## src/rtl/expr_pkg.sv

```systemverilog
// Shared state encoding and ASCII constants for the expression controller.
package expr_pkg;

  typedef enum logic [1:0] {
    EXP_NUM = 2'd0,
    EXP_OP  = 2'd1,
    ERR     = 2'd2,
    DONE    = 2'd3
  } state_t;

  localparam logic [7:0] CH_0    = 8'h30;
  localparam logic [7:0] CH_9    = 8'h39;
  localparam logic [7:0] CH_PLUS = 8'h2B;
  localparam logic [7:0] CH_MUL  = 8'h2A;
  localparam logic [7:0] CH_EQ   = 8'h3D;

endpackage

```

## src/rtl/expr_char_class.sv

```systemverilog
// Combinational classifier for one ASCII character of the expression stream.
module expr_char_class
  import expr_pkg::*;
(
  input  logic [7:0] in_char,
  output logic       is_digit,
  output logic       is_plus,
  output logic       is_mul,
  output logic       is_eq,
  output logic [3:0] digit
);

  logic [7:0] offset;

  always_comb begin
    offset   = in_char - CH_0;
    is_digit = (in_char >= CH_0) && (in_char <= CH_9);
    is_plus  = (in_char == CH_PLUS);
    is_mul   = (in_char == CH_MUL);
    is_eq    = (in_char == CH_EQ);
    digit    = is_digit ? offset[3:0] : 4'd0;
  end

endmodule

```

## src/rtl/expr_calc_ctrl.sv

```systemverilog
// Grammar-checking evaluator for single-digit '+'/'*' expressions terminated by '='.
// sum holds the finished additive terms, prod the product term currently being built.
module expr_calc_ctrl
  import expr_pkg::*;
#(
  parameter int WIDTH = 32
) (
  input  logic             clk,
  input  logic             clr,
  input  logic             in_valid,
  input  logic [7:0]       in_char,
  output logic             in_ready,
  output logic             expr_ok,
  output logic             res_valid,
  output logic [WIDTH-1:0] res_value,
  output logic             res_err,
  input  logic             res_ack
);

  state_t           state_reg;
  logic [WIDTH-1:0] sum_reg;
  logic [WIDTH-1:0] prod_reg;
  logic             pend_mul_reg;

  logic       is_digit;
  logic       is_plus;
  logic       is_mul;
  logic       is_eq;
  logic [3:0] digit;
  logic       accept;

  expr_char_class u_class (
    .in_char  (in_char),
    .is_digit (is_digit),
    .is_plus  (is_plus),
    .is_mul   (is_mul),
    .is_eq    (is_eq),
    .digit    (digit)
  );

  assign in_ready = (state_reg != DONE);
  assign accept   = in_valid && in_ready;

  always_ff @(posedge clk or posedge clr) begin
    if (clr) begin
      state_reg    <= EXP_NUM;
      sum_reg      <= '0;
      prod_reg     <= '0;
      pend_mul_reg <= 1'b0;
      expr_ok      <= 1'b0;
      res_valid    <= 1'b0;
      res_value    <= '0;
      res_err      <= 1'b0;
    end else begin
      case (state_reg)
        EXP_NUM: if (accept) begin
          if (is_digit) begin
            prod_reg  <= pend_mul_reg ? prod_reg * WIDTH'(digit) : WIDTH'(digit);
            expr_ok   <= 1'b1;
            state_reg <= EXP_OP;
          end else if (is_eq) begin
            // empty expression or dangling operator
            res_err   <= 1'b1;
            res_value <= '0;
            res_valid <= 1'b1;
            state_reg <= DONE;
          end else begin
            expr_ok   <= 1'b0;
            state_reg <= ERR;
          end
        end
        EXP_OP: if (accept) begin
          if (is_plus) begin
            sum_reg      <= sum_reg + prod_reg;
            pend_mul_reg <= 1'b0;
            expr_ok      <= 1'b0;
            state_reg    <= EXP_NUM;
          end else if (is_mul) begin
            pend_mul_reg <= 1'b1;
            expr_ok      <= 1'b0;
            state_reg    <= EXP_NUM;
          end else if (is_eq) begin
            res_value <= sum_reg + prod_reg;
            res_err   <= 1'b0;
            res_valid <= 1'b1;
            state_reg <= DONE;
          end else begin
            expr_ok   <= 1'b0;
            state_reg <= ERR;
          end
        end
        ERR: if (accept && is_eq) begin
          res_err   <= 1'b1;
          res_value <= '0;
          res_valid <= 1'b1;
          state_reg <= DONE;
        end
        DONE: if (res_ack) begin
          res_valid    <= 1'b0;
          res_err      <= 1'b0;
          res_value    <= '0;
          sum_reg      <= '0;
          prod_reg     <= '0;
          pend_mul_reg <= 1'b0;
          expr_ok      <= 1'b0;
          state_reg    <= EXP_NUM;
        end
        default: state_reg <= EXP_NUM;
      endcase
    end
  end

endmodule
```

## config.mk

```make
export PLATFORM = sky130hd
export DESIGN_NAME = expr_calc_ctrl
export DESIGN_NICKNAME = d
export VERILOG_FILES = /design/src/rtl/expr_pkg.sv /design/src/rtl/expr_char_class.sv /design/src/rtl/expr_calc_ctrl.sv
export SDC_FILE = /design/constraint.sdc
export NUM_CORES = 1
export LEC_CHECK = 0
export CORE_MARGIN = 2
export CORE_UTILIZATION = 38
export CTS_CLUSTER_DIAMETER = 30
export DETAILED_ROUTE_END_ITERATION = 10
export PLACE_DENSITY = 0.59
export SYNTH_ARGS = -nofsm -noshare
export SYNTH_HDL_FRONTEND = slang
export SYNTH_SLANG_ARGS = --single-unit
```

## constraint.sdc

```tcl
create_clock -name clk -period 8.1 [get_ports clk]
set_clock_uncertainty 0.1 [all_clocks]
set_input_delay 1.215 -clock clk [delete_from_list [all_inputs] [get_ports clk]]
set_output_delay 1.215 -clock clk [all_outputs]
set_load 0.02 [all_outputs]
```

==> results of run 1 <==
-- cell type report --
| cell class | instances | area, um2 | area share |
|---|---|---|---|
| Clock buffer | 9 | 225 | 0.0217 |
| Clock inverter | 7 | 77.6 | 0.00748 |
| Inverter | 137 | 517 | 0.0498 |
| Multi-Input combinational cell | 799 | 6050 | 0.583 |
| Sequential cell | 102 | 2550 | 0.246 |
| Tap cell | 324 | 405 | 0.0391 |
| Timing Repair Buffer | 57 | 546 | 0.0526 |
-- layer usage --
metal,up-vias,track usage,share of wire,wire (um)
met1,3851,0.260,0.47,11300
li1,3741,-,-,-
met2,141,0.321,0.48,11400
met3,37,0.0220,0.027,637
met4,0,0.0549,0.020,482
met5,-,0,0,0
-- synthesized netlist by cell type, drive strengths merged (3+ instances only) --
cell	number
nand2b	5
inv	137
xnor2	29
a211oi	10
and4	3
o31ai	19
fa	58
a31o	4
clkbuf	39
nand2	127
o41ai	3
o22ai	3
or2	3
xor2	21
a32o	3
mux2	3
nor4	4
a31oi	10
buf	5
o21ai	90
nor2	38
nor3b	7
and2	62
a21o	13
dfrtp	102
nand3	16
or3	6
a311oi	4
ha	63
a21oi	52
o21a	4
nand4	7
a22o	33
nor3	18
o21bai	9
and3	45
-- power by group through the flow --
| stage | Combinational (W) | Clock, W | Sequential [W] |
|---|---|---|---|
| global placement | 0.0000390 | 0 | 0.000523 |
| CTS | 0.0000392 | 0.000475 | 0.000514 |
| detailed placement | 0.0000391 | 0 | 0.000524 |
| floorplan | 0.0000175 | 0 | 0.000526 |
| finish | 0.0000380 | 0.000459 | 0.000513 |
| global route | 0.0000426 | 0.000489 | 0.000514 |
-- kinds of logic (layout without fill, tap and decap cells) --
logic type                 Yosys count  in the layout  share of synthesized area
AOI/OAI and AO/OA                  274            274                      0.194
xor gates and xnor gates            50             50                     0.0471
adders and majority gates          121            121                      0.210
buffers and inverters              182            210                     0.0770
DFF                                102            102                      0.275
muxes                                4              4                    0.00471
and+or+nand+nor                    350            350                      0.192
-- through the flow --
stage	cell area (um2)	instances	power (W)	worst slack (ns)
global placement	10100	1419	0.000562	1.64
global route	10400	1435	0.00105	1.37
CTS	10400	1435	0.00103	1.87
floorplan	9290	1083	0.000543	2.70
detailed placement	10100	1419	0.000563	1.48
finish	10400	1435	0.00101	1.79
-- critical path, cell delays in order --
cell             delay [ns]
clkdlybuf4s50_1        0.42
nand4bb_1              0.30
nor3b_2                0.86
nand2_1                0.17
fa_1                   0.53
fa_1                   0.54
inv_1                  0.07
fa_1                   0.48
a211oi_1               0.38
o21ai_0                0.21
and3_1                 0.24
o21ai_1                0.24
a21o_1                 0.18
a21oi_1                0.07
or3_1                  0.30
a32o_1                 0.25
-- worst paths after layout --
check                              start       endpoint  cells past startpoint
max                           in_char[6]   prod_reg[24]                     16
min                        res_value[22]  res_value[22]                      2
max reg2reg                  prod_reg[1]   prod_reg[24]                     14
min reg2reg                res_value[22]  res_value[22]                      2
max in group asynchronous            clr   prod_reg[27]                      3
min in group asynchronous            clr   res_value[2]                      2
-- cell usage in the layout (no fill, tap or decap), types with 5 or more instances in the layout --
cell,n
a211oi_1,10
a21o_1,11
a21oi_1,52
a22o_1,33
a31oi_1,9
and2_1,61
and3_1,43
buf_4,10
clkbuf_16,9
clkdlybuf4s50_1,47
dfrtp_1,102
fa_1,58
ha_1,63
inv_1,136
nand2_1,127
nand2b_1,5
nand3_1,16
nand4_1,7
nor2_1,35
nor3_1,18
o21ai_0,85
o21ai_1,5
o21bai_1,9
o31ai_1,19
or3_1,6
xnor2_1,29
xor2_1,21
==> results by group, run 1 <==
Clocking
  • CTS buffer count: 9
  • CTS sink count: 102
  • Clock Pin Slew Worst Setup and Hold Paths: 0.08 ns
  • CTS Root Cell: clkbuf_16
  • Number of setup buffers added after CTS: 0
  • Htree depth: 3
  • Insertion delay to the later sink of the worst-skew pair: 0.37 ns
  • CTS tree: done
  • Longest Clk Path Bufs: 2
  • Hold-fix buffers, CTS: 0
  • Post_cts resized: 0

Layout
  • Layout cells sized above 1: 0.0495
  • Fillers: 2421
  • # nets final: 1239
  • Final Util: 0.429
  • Area growth, synth to finish: 11.7%
  • Antenna cell count: 0

Pwr
  • VDD IR max: 0.0814 mV
  • Sequential share of power: 0.508
  • Net Switching: 0.000267 W
  • Combinational power share: 0.038
  • Sw frac: 0.264
  • Int Pwr: 0.000744 W
  • Leak Pwr: 4.88 nW
  • Pwr dens: 97.4 nW/um2
  • Clock power frac: 0.454

Flow run
  • Max-cap violations: 0

Routing
  • DR iter-0 viols: 427
  • Vias: 7770
  • Routed len/inst: 16.6 um
  • Mean number of vias per cell: 5.41
  • DR pass1 iterations: 5
  • Routed WL: 23900 um
  • ANT nets after route: 0
  • DRC errors left: 0

Logic synthesis
  • Main synth FF type: dfrtp_1
  • Mapped Area: 9290 um2
  • Area contributors post-synth: dfrtp_1, fa_1, ha_1
  • Syn Area/Cell: 8.58 um2
  • Ys Warns: 0
  • Net Count, Synth: 1216
  • Dominant cell type by area after synthesis: dfrtp_1
  • Post-synth top area share: 0.275
  • Sequential fraction of the synthesis area: 0.275
  • Synth unique cells: 70
  • Syn Inst Count: 1083
  • FF+latch count, synth: 102
  • Post-synth ARST share: 1.00
  • Count of flip-flops with a built-in enable after synthesis: 0

Die
  • DIE AREA: 25700 um2
  • I/O pins: 48
  • # rows: 57
  • Die X: 160 um
  • Core Region: 24200 um2
  • Die height: 160 um
  • Initial core utilization: 0.384

Placed design
  • DP Wirelength: 17700 um
  • Port buffer count: 47
  • Global placement routability congestion: 0.847

STA
  • Final period util: 0.779
  • Final setup vio count: 0
  • FMAX: 159 MHz
  • Worst Tran Pin Value: 1.04 ns
  • Max transition margin: 0.304
  • Setup TNS: 0 ns
  • Period minus WS final: 6.31 ns
  • Hold WS: 0.380 ns
  • Max-slew violations: 0
  • RSZ-0062 raised after global routing: false
  • Final Hold Viols: 0

Outcome
  • Status: finished clean

Global routing
  • GRT Residual Overflow: 0
  • Largest net degree at the start of global routing: 67
  • First-pass GRT wire length: 39800 um
  • Number of global-route vias before repair: 7667
  • Tot GR Track Use: 0.191
  • Antenna violations before repair: 0

Setup path
  • Crit start category: input pin
  • Worst setup path class: input pin to register
  • Required @ worst endpoint: 8.26 ns
  • R2r setup slk: 3.73 ns
  • Crit Path Max Fanout: 19
  • Crit path DAT: 6.47 ns
  • Crit end category: register

Min path
  • HP Class: register to register
Note: power is estimated with default switching activity, not from simulation.
==> run 2, diff against run 1 <==
- clock period: 8.1 -> 6.1 ns (I/O delays scaled with it)
==> run 2 against run 1 <==
Global-route usage up 0.44 points. Via count rose by 0.22%. Largest cell class unchanged. Core utilization is 0.19 points higher. First-iteration DRC count up 36%. Non-clock buffer count increased by 6. Cell area up 0.43%. Clock-buffer cell count is 1 higher. Sequential power rose by 33%. Combinational power rose by 40%. Sequential share of layout area shrank 0.11 points. Routed wire length up 0.26%.
==> results by group, run 2 (synthesized netlist as in run 1, its figures left out) <==
Pwr
  • Clock power frac: 0.449 (was 0.454)
  • Combinational power share: 0.040 (was 0.038)
  • Sequential share of power: 0.511 (was 0.508)
  • Net Switching: 0.000341 W (was 0.000267 W)
  • Sw frac: 0.255 (was 0.264)
  • Pwr dens: 128 nW/um2 (was 97.4 nW/um2)
  • VDD IR max: 0.125 mV (was 0.0814 mV)
  • Leak Pwr: 4.91 nW (was 4.88 nW)
  • Int Pwr: 0.000994 W (was 0.000744 W)

Global routing
  • First-pass GRT wire length: 40800 um (was 39800 um)
  • Antenna violations before repair: 0 (unchanged)
  • Tot GR Track Use: 0.195 (was 0.191)
  • Number of global-route vias before repair: 7751 (was 7667)
  • Largest net degree at the start of global routing: 63 (was 67)
  • GRT Residual Overflow: 0 (unchanged)

Layout
  • Commonest non-fill, non-tap cells in the layout: inv_1, nand2_1, dfrtp_1 (unchanged)
  • # nets final: 1245 (was 1239)
  • Antenna cell count: 0 (unchanged)
  • Post-route insts no fill: 1441 (was 1435)
  • Commonest non-fill, non-tap cell in the layout: inv_1 (unchanged)
  • Final Util: 0.431 (was 0.429)
  • Layout Cell Area excl Fill: 10400 um2 (about the same)
  • Area growth, synth to finish: 12.2% (was 11.7%)
  • Layout cells sized above 1: 0.0546 (was 0.0495)

Routing
  • ANT nets after route: 0 (unchanged)
  • Met3 wire length: 756 um (was 637 um)
  • Top sig layer: met4 (unchanged)
  • WL met1: 11500 um (was 11300 um)
  • DR WL met2: 11400 um (about the same)
  • Vias: 7787 (was 7770)
  • Routed WL: 24000 um (was 23900 um)
  • DRC errors left: 0 (unchanged)
  • DR iter-0 viols: 582 (was 427)
  • Mean number of vias per cell: 5.40 (was 5.41)
  • Routed len/inst: 16.6 um (about the same)
  • DR pass1 iterations: 5 (unchanged)

STA
  • Max transition margin: 0.240 (was 0.304)
  • Worst Tran Pin Value: 1.14 ns (was 1.04 ns)
  • Max-slew violations: 0 (unchanged)
  • FMAX: 180 MHz
  • Period minus WS final: 5.55 ns
  • Setup TNS: 0 ns (unchanged)
  • RSZ-0062 raised after global routing: false (unchanged)
  • Final setup vio count: 0 (unchanged)
  • Final period util: 0.910
  • Final Hold Viols: 0 (unchanged)

Clocking
  • Number of setup buffers added after CTS: 0 (unchanged)
  • CTS sink count: 102 (unchanged)
  • Clock Pin Slew Worst Setup and Hold Paths: 0.08 ns (about the same)
  • Insertion delay to the later sink of the worst-skew pair: 0.36 ns (was 0.37 ns)
  • CTS tree: done (unchanged)
  • CTS Root Cell: clkbuf_16 (unchanged)
  • Post_cts resized: 0 (unchanged)
  • Htree depth: 3 (unchanged)
  • Longest Clk Path Bufs: 2 (unchanged)
  • CTS buffer count: 9 (unchanged)
  • Hold-fix buffers, CTS: 0 (unchanged)

Setup path
  • Reg2reg end: prod_reg[31] (was prod_reg[24])
  • Worst path most repeated cell: fa_1 (unchanged)
  • CP max-delay cell: fa_1 (was nor3b_2)
  • R2r setup slk: 1.75 ns (was 3.73 ns)
  • Crit path DAT: 5.70 ns (was 6.47 ns)
  • Crit Path Max Fanout: 7 (was 19)
  • FF-to-FF Start: prod_reg[11] (was prod_reg[1])
  • Crit end category: register (unchanged)
  • CP max stage delay: 0.55 ns (was 0.86 ns)
  • Crit start category: input pin (unchanged)
  • R2R depth: 14 (unchanged)
  • Worst setup path class: input pin to register (unchanged)
  • CP cell instances: clkdlybuf4s50_1, nand4bb_1, nor2_2, and2_1, nand2_1, fa_1, fa_1, inv_1, fa_1, a211oi_1, o21ai_0, and3_1, o21ai_1, a21o_1, a21oi_1, or3_1, a32o_1 (was clkdlybuf4s50_1, nand4bb_1, nor3b_2, nand2_1, fa_1, fa_1, inv_1, fa_1, a211oi_1, o21ai_0, and3_1, o21ai_1, a21o_1, a21oi_1, or3_1, a32o_1)
  • Required @ worst endpoint: 6.25 ns (was 8.26 ns)

Die
  • I/O pins: 48 (unchanged)
  • Die height: 160 um (unchanged)
  • # rows: 57 (unchanged)
  • Initial core utilization: 0.384 (unchanged)
  • DIE AREA: 25700 um2 (unchanged)
  • Core Region: 24200 um2 (unchanged)
  • Die X: 160 um (unchanged)

Placed design
  • Placed cells: 1425 (was 1419)
  • Port buffer count: 47 (unchanged)
  • Global placement routability congestion: 0.836 (was 0.847)
  • DP Wirelength: 17800 um (was 17700 um)
  • Placed inst area: 10100 um2 (about the same)

Min path
  • HP Start: res_value[26] (was res_value[22])
  • Worst hold endpoint: res_value[26] (was res_value[22])
  • Hold depth: 2 (unchanged)
  • HP Class: register to register (unchanged)

Flow run
  • Max-cap violations: 0 (unchanged)

Outcome
  • Status: finished clean (unchanged)
-- run 2: cell types whose count changed in the layout (fill, tap and decap cells not counted) --
cell,delta
clkinvlp_4,-1
clkbuf_8,+1
buf_12,+1
clkinv_8,-2
clkinv_2,+1
buf_4,+5
clkinv_4,+1
-- run 2: final cells by class --
type | instances | area (um2)
well taps | 324 | 405
multi-input cells | 799 | 6050
flip-flops and latches | 102 | 2550
clock inverters | 6 | 51.3
clock buffers | 10 | 239
inverters | 137 | 517
fillers | 2409 | 13800
repair buffers | 63 | 603
-- run 2: per-stage QoR --
| step | setup slack [ns] | power [W] | hold WS [ns] |
|---|---|---|---|
| finish | 0.552 | 0.00133 | 0.380 |
| CTS | 0.543 | 0.00135 | 0.382 |
| global placement | 0.327 | 0.000749 | 0.360 |
| global route | 0.154 | 0.00138 | 0.402 |
| floorplan | 1.00 | 0.000721 | 0.356 |
| detailed placement | 0.185 | 0.000750 | 0.365 |
-- run 2: worst max path at each step --
stage	to	from	cells past startpoint
floorplan	prod_reg[24]	in_char[6]	16
global placement	prod_reg[24]	in_char[6]	17
detailed placement	prod_reg[24]	in_char[6]	17
CTS	prod_reg[24]	in_char[6]	17
global route	prod_reg[24]	in_char[6]	17
finish	prod_reg[24]	in_char[6]	17
-- run 2: per-layer routing --
layer | GRT usage | up-vias
met5 | 0 | -
met4 | 0.0455 | 0
met3 | 0.0212 | 23
met2 | 0.325 | 141
met1 | 0.274 | 3860
li1 | - | 3763
-- run 2: power by group through the flow --
stage | sequential, W | clock [W] | combinational (W)
final | 0.000682 | 0.000600 | 0.0000531
after global routing | 0.000682 | 0.000634 | 0.0000597
after CTS | 0.000682 | 0.000613 | 0.0000550
after detailed placement | 0.000695 | 0 | 0.0000545
after global placement | 0.000695 | 0 | 0.0000540
after floorplan | 0.000698 | 0 | 0.0000233
-- run 2: worst max-delay path: cells and delay by family --
kind	cells	cell delay [ns]
buffers and inverters	2	0.49
adders and majority gates	3	1.54
AOI/OAI and AO/OA	6	1.31
and+or+nand+nor	6	1.45
==> run 3, diff against run 2 <==
- CAP_MARGIN: not set -> 25
- GPL_ROUTABILITY_DRIVEN: not set -> 1
==> run 3 against run 2 <==
Clock power about the same. Via count increased by 0.44%. Combinational power about the same. Routed wire length is essentially flat. Largest cell class unchanged. Flip-flop and latch count unchanged. Die area is the same. Sequential power barely moved. Fmax up 0.32%. Cell area up 0.11%. Sequential share of layout area about the same. Hold slack is essentially flat. Non-clock buffer count is 1 higher.
==> results by group, run 3 (synthesized netlist as in run 1, its figures left out) <==
Setup path
  • Required @ worst endpoint: 6.25 ns (about the same)
  • Crit Path Max Fanout: 7 (unchanged)
  • CP endpoint: prod_reg[24] (unchanged)
  • Crit end category: register (unchanged)
  • FF-to-FF Start: prod_reg[11] (unchanged)
  • R2R depth: 14 (unchanged)
  • Crit start category: input pin (unchanged)
  • Worst setup path class: input pin to register (unchanged)
  • Crit path DAT: 5.68 ns (was 5.70 ns)
  • R2r setup slk: 1.75 ns (about the same)
  • Critical path startpoint: in_char[6] (unchanged)
  • Reg2reg end: prod_reg[31] (unchanged)

Global routing
  • GRT Residual Overflow: 0 (unchanged)
  • Global Route met1 Usage: 0.274 (unchanged)
  • GRT Max-Usage Layer: met2 (unchanged)
  • Antenna violations before repair: 0 (unchanged)
  • First-pass GRT wire length: 40800 um (unchanged)
  • Largest net degree at the start of global routing: 63 (unchanged)
  • Met3 GRT Util: 0.0212 (unchanged)
  • Number of global-route vias before repair: 7751 (unchanged)
  • Tot GR Track Use: 0.195 (unchanged)
  • Met2 Use GR: 0.325 (unchanged)

Clocking
  • Longest Clk Path Bufs: 2 (unchanged)
  • Clock Pin Slew Worst Setup and Hold Paths: 0.08 ns (about the same)
  • CTS buffer count: 9 (unchanged)
  • Htree depth: 3 (unchanged)
  • Post_cts resized: 0 (unchanged)
  • Hold-fix buffers, CTS: 0 (unchanged)
  • CTS tree: done (unchanged)
  • Number of setup buffers added after CTS: 0 (unchanged)
  • CTS Root Cell: clkbuf_16 (unchanged)
  • Insertion delay to the later sink of the worst-skew pair: 0.36 ns (about the same)
  • CTS sink count: 102 (unchanged)

Outcome
  • Status: finished clean (unchanged)

Layout
  • Fillers: 2407 (was 2409)
  • Multi-input gate area: 6050 um2 (unchanged)
  • Area growth, synth to finish: 12.3% (was 12.2%)
  • Antenna cell count: 0 (unchanged)
  • Layout cells sized above 1: 0.0555 (was 0.0546)
  • Commonest non-fill, non-tap cell in the layout: inv_1 (unchanged)
  • Flip-flop and latch area: 2550 um2 (unchanged)
  • # nets final: 1246 (was 1245)
  • Commonest non-fill, non-tap cells in the layout: inv_1, nand2_1, dfrtp_1 (unchanged)
  • Layout Cell Area excl Fill: 10400 um2 (about the same)
  • Post-route insts no fill: 1442 (was 1441)

Placed design
  • Placed inst area: 10100 um2 (unchanged)
  • Placed cells: 1425 (unchanged)
  • DP Wirelength: 17800 um (unchanged)
  • Port buffer count: 47 (unchanged)
  • Global placement routability congestion: 0.836 (unchanged)

STA
  • RSZ-0062 raised after global routing: false (unchanged)
  • Final Hold Viols: 0 (unchanged)
  • Setup TNS: 0 ns (unchanged)
  • Hold WS: 0.380 ns (about the same)
  • Period minus WS final: 5.53 ns (was 5.55 ns)
  • FMAX: 181 MHz (was 180 MHz)
  • Max-slew violations: 0 (unchanged)
  • Final period util: 0.907 (was 0.910)
  • Max transition margin: 0.383 (was 0.240)
  • Final setup vio count: 0 (unchanged)
  • Worst Tran Pin Value: 0.925 ns (was 1.14 ns)

Die
  • Initial core utilization: 0.384 (unchanged)
  • DIE AREA: 25700 um2 (unchanged)
  • Core Region: 24200 um2 (unchanged)
  • Die height: 160 um (unchanged)
  • I/O pins: 48 (unchanged)
  • Die X: 160 um (unchanged)
  • # rows: 57 (unchanged)

Routing
  • ANT nets after route: 0 (unchanged)
  • Vias: 7821 (was 7787)
  • DR pass1 iterations: 5 (unchanged)
  • Mean number of vias per cell: 5.42 (was 5.40)
  • DR iter-0 viols: 606 (was 582)
  • Routed len/inst: 16.6 um (about the same)
  • Routed WL: 23900 um (was 24000 um)
  • DRC errors left: 0 (unchanged)

Flow run
  • Max-cap violations: 0 (unchanged)

Min path
  • HP Class: register to register (unchanged)

Pwr
  • Leak Pwr: 4.92 nW (was 4.91 nW)
  • Pwr dens: 128 nW/um2 (about the same)
  • VDD IR max: 0.125 mV (about the same)
run 3: changes by cell type in the layout (fill, tap and decap cells not counted):
cell | previous run | this run
buf_6 | 0 | 1
run 3: worst min-delay path by stage:
| stage | start | to | cells after the start |
|---|---|---|---|
| final | res_value[26] | res_value[26] | 2 |
| after global routing | res_value[29] | res_value[29] | 2 |
| after CTS | res_value[26] | res_value[26] | 2 |
| after detailed placement | res_value[26] | res_value[26] | 2 |
| after global placement | res_value[26] | res_value[26] | 2 |
| after floorplan | sum_reg[10] | sum_reg[10] | 2 |
run 3: routing by layer:
metal	vias up	part of all wire	wire, um
li1	3765	-	-
met5	-	0	0
met4	0	0.015	359
met2	136	0.47	11300
met3	23	0.029	697
met1	3897	0.48	11500
run 3: layout make-up:
cell class                      instances  area share
Clock buffer                           10      0.0229
Clock inverter                          6     0.00492
Inverter                              137      0.0495
Multi-Input combinational cell        799       0.580
Sequential cell                       102       0.245
Tap cell                              324      0.0389
Timing Repair Buffer                   64      0.0589
run 3: where the power goes:
part / internal (W) / switching (W) / leakage, nW
registers: 0.000679 / 0.00000251 / 1.41
logic: 0.0000185 / 0.0000346 / 3.36
clock network: 0.000296 / 0.000303 / 0.145
run 3: through the flow:
stage	setup slack (ns)	total power (W)	utilization
after floorplan	1.00	0.000721	-
after global placement	0.327	0.000749	0.419
after detailed placement	0.185	0.000750	0.419
after CTS	0.543	0.00135	0.431
after global routing	0.154	0.00138	0.432
final	0.569	0.00133	0.432
run 3: critical path, stage by stage:
cell	delay (ns)
clkdlybuf4s50_1	0.42
nand4bb_1	0.31
nor2_2	0.31
and2_1	0.19
nand2_1	0.08
fa_1	0.52
fa_1	0.55
inv_1	0.07
fa_1	0.47
a211oi_1	0.38
o21ai_0	0.21
and3_1	0.24
o21ai_1	0.21
a21o_1	0.17
a21oi_1	0.08
or3_1	0.30
a32o_1	0.25
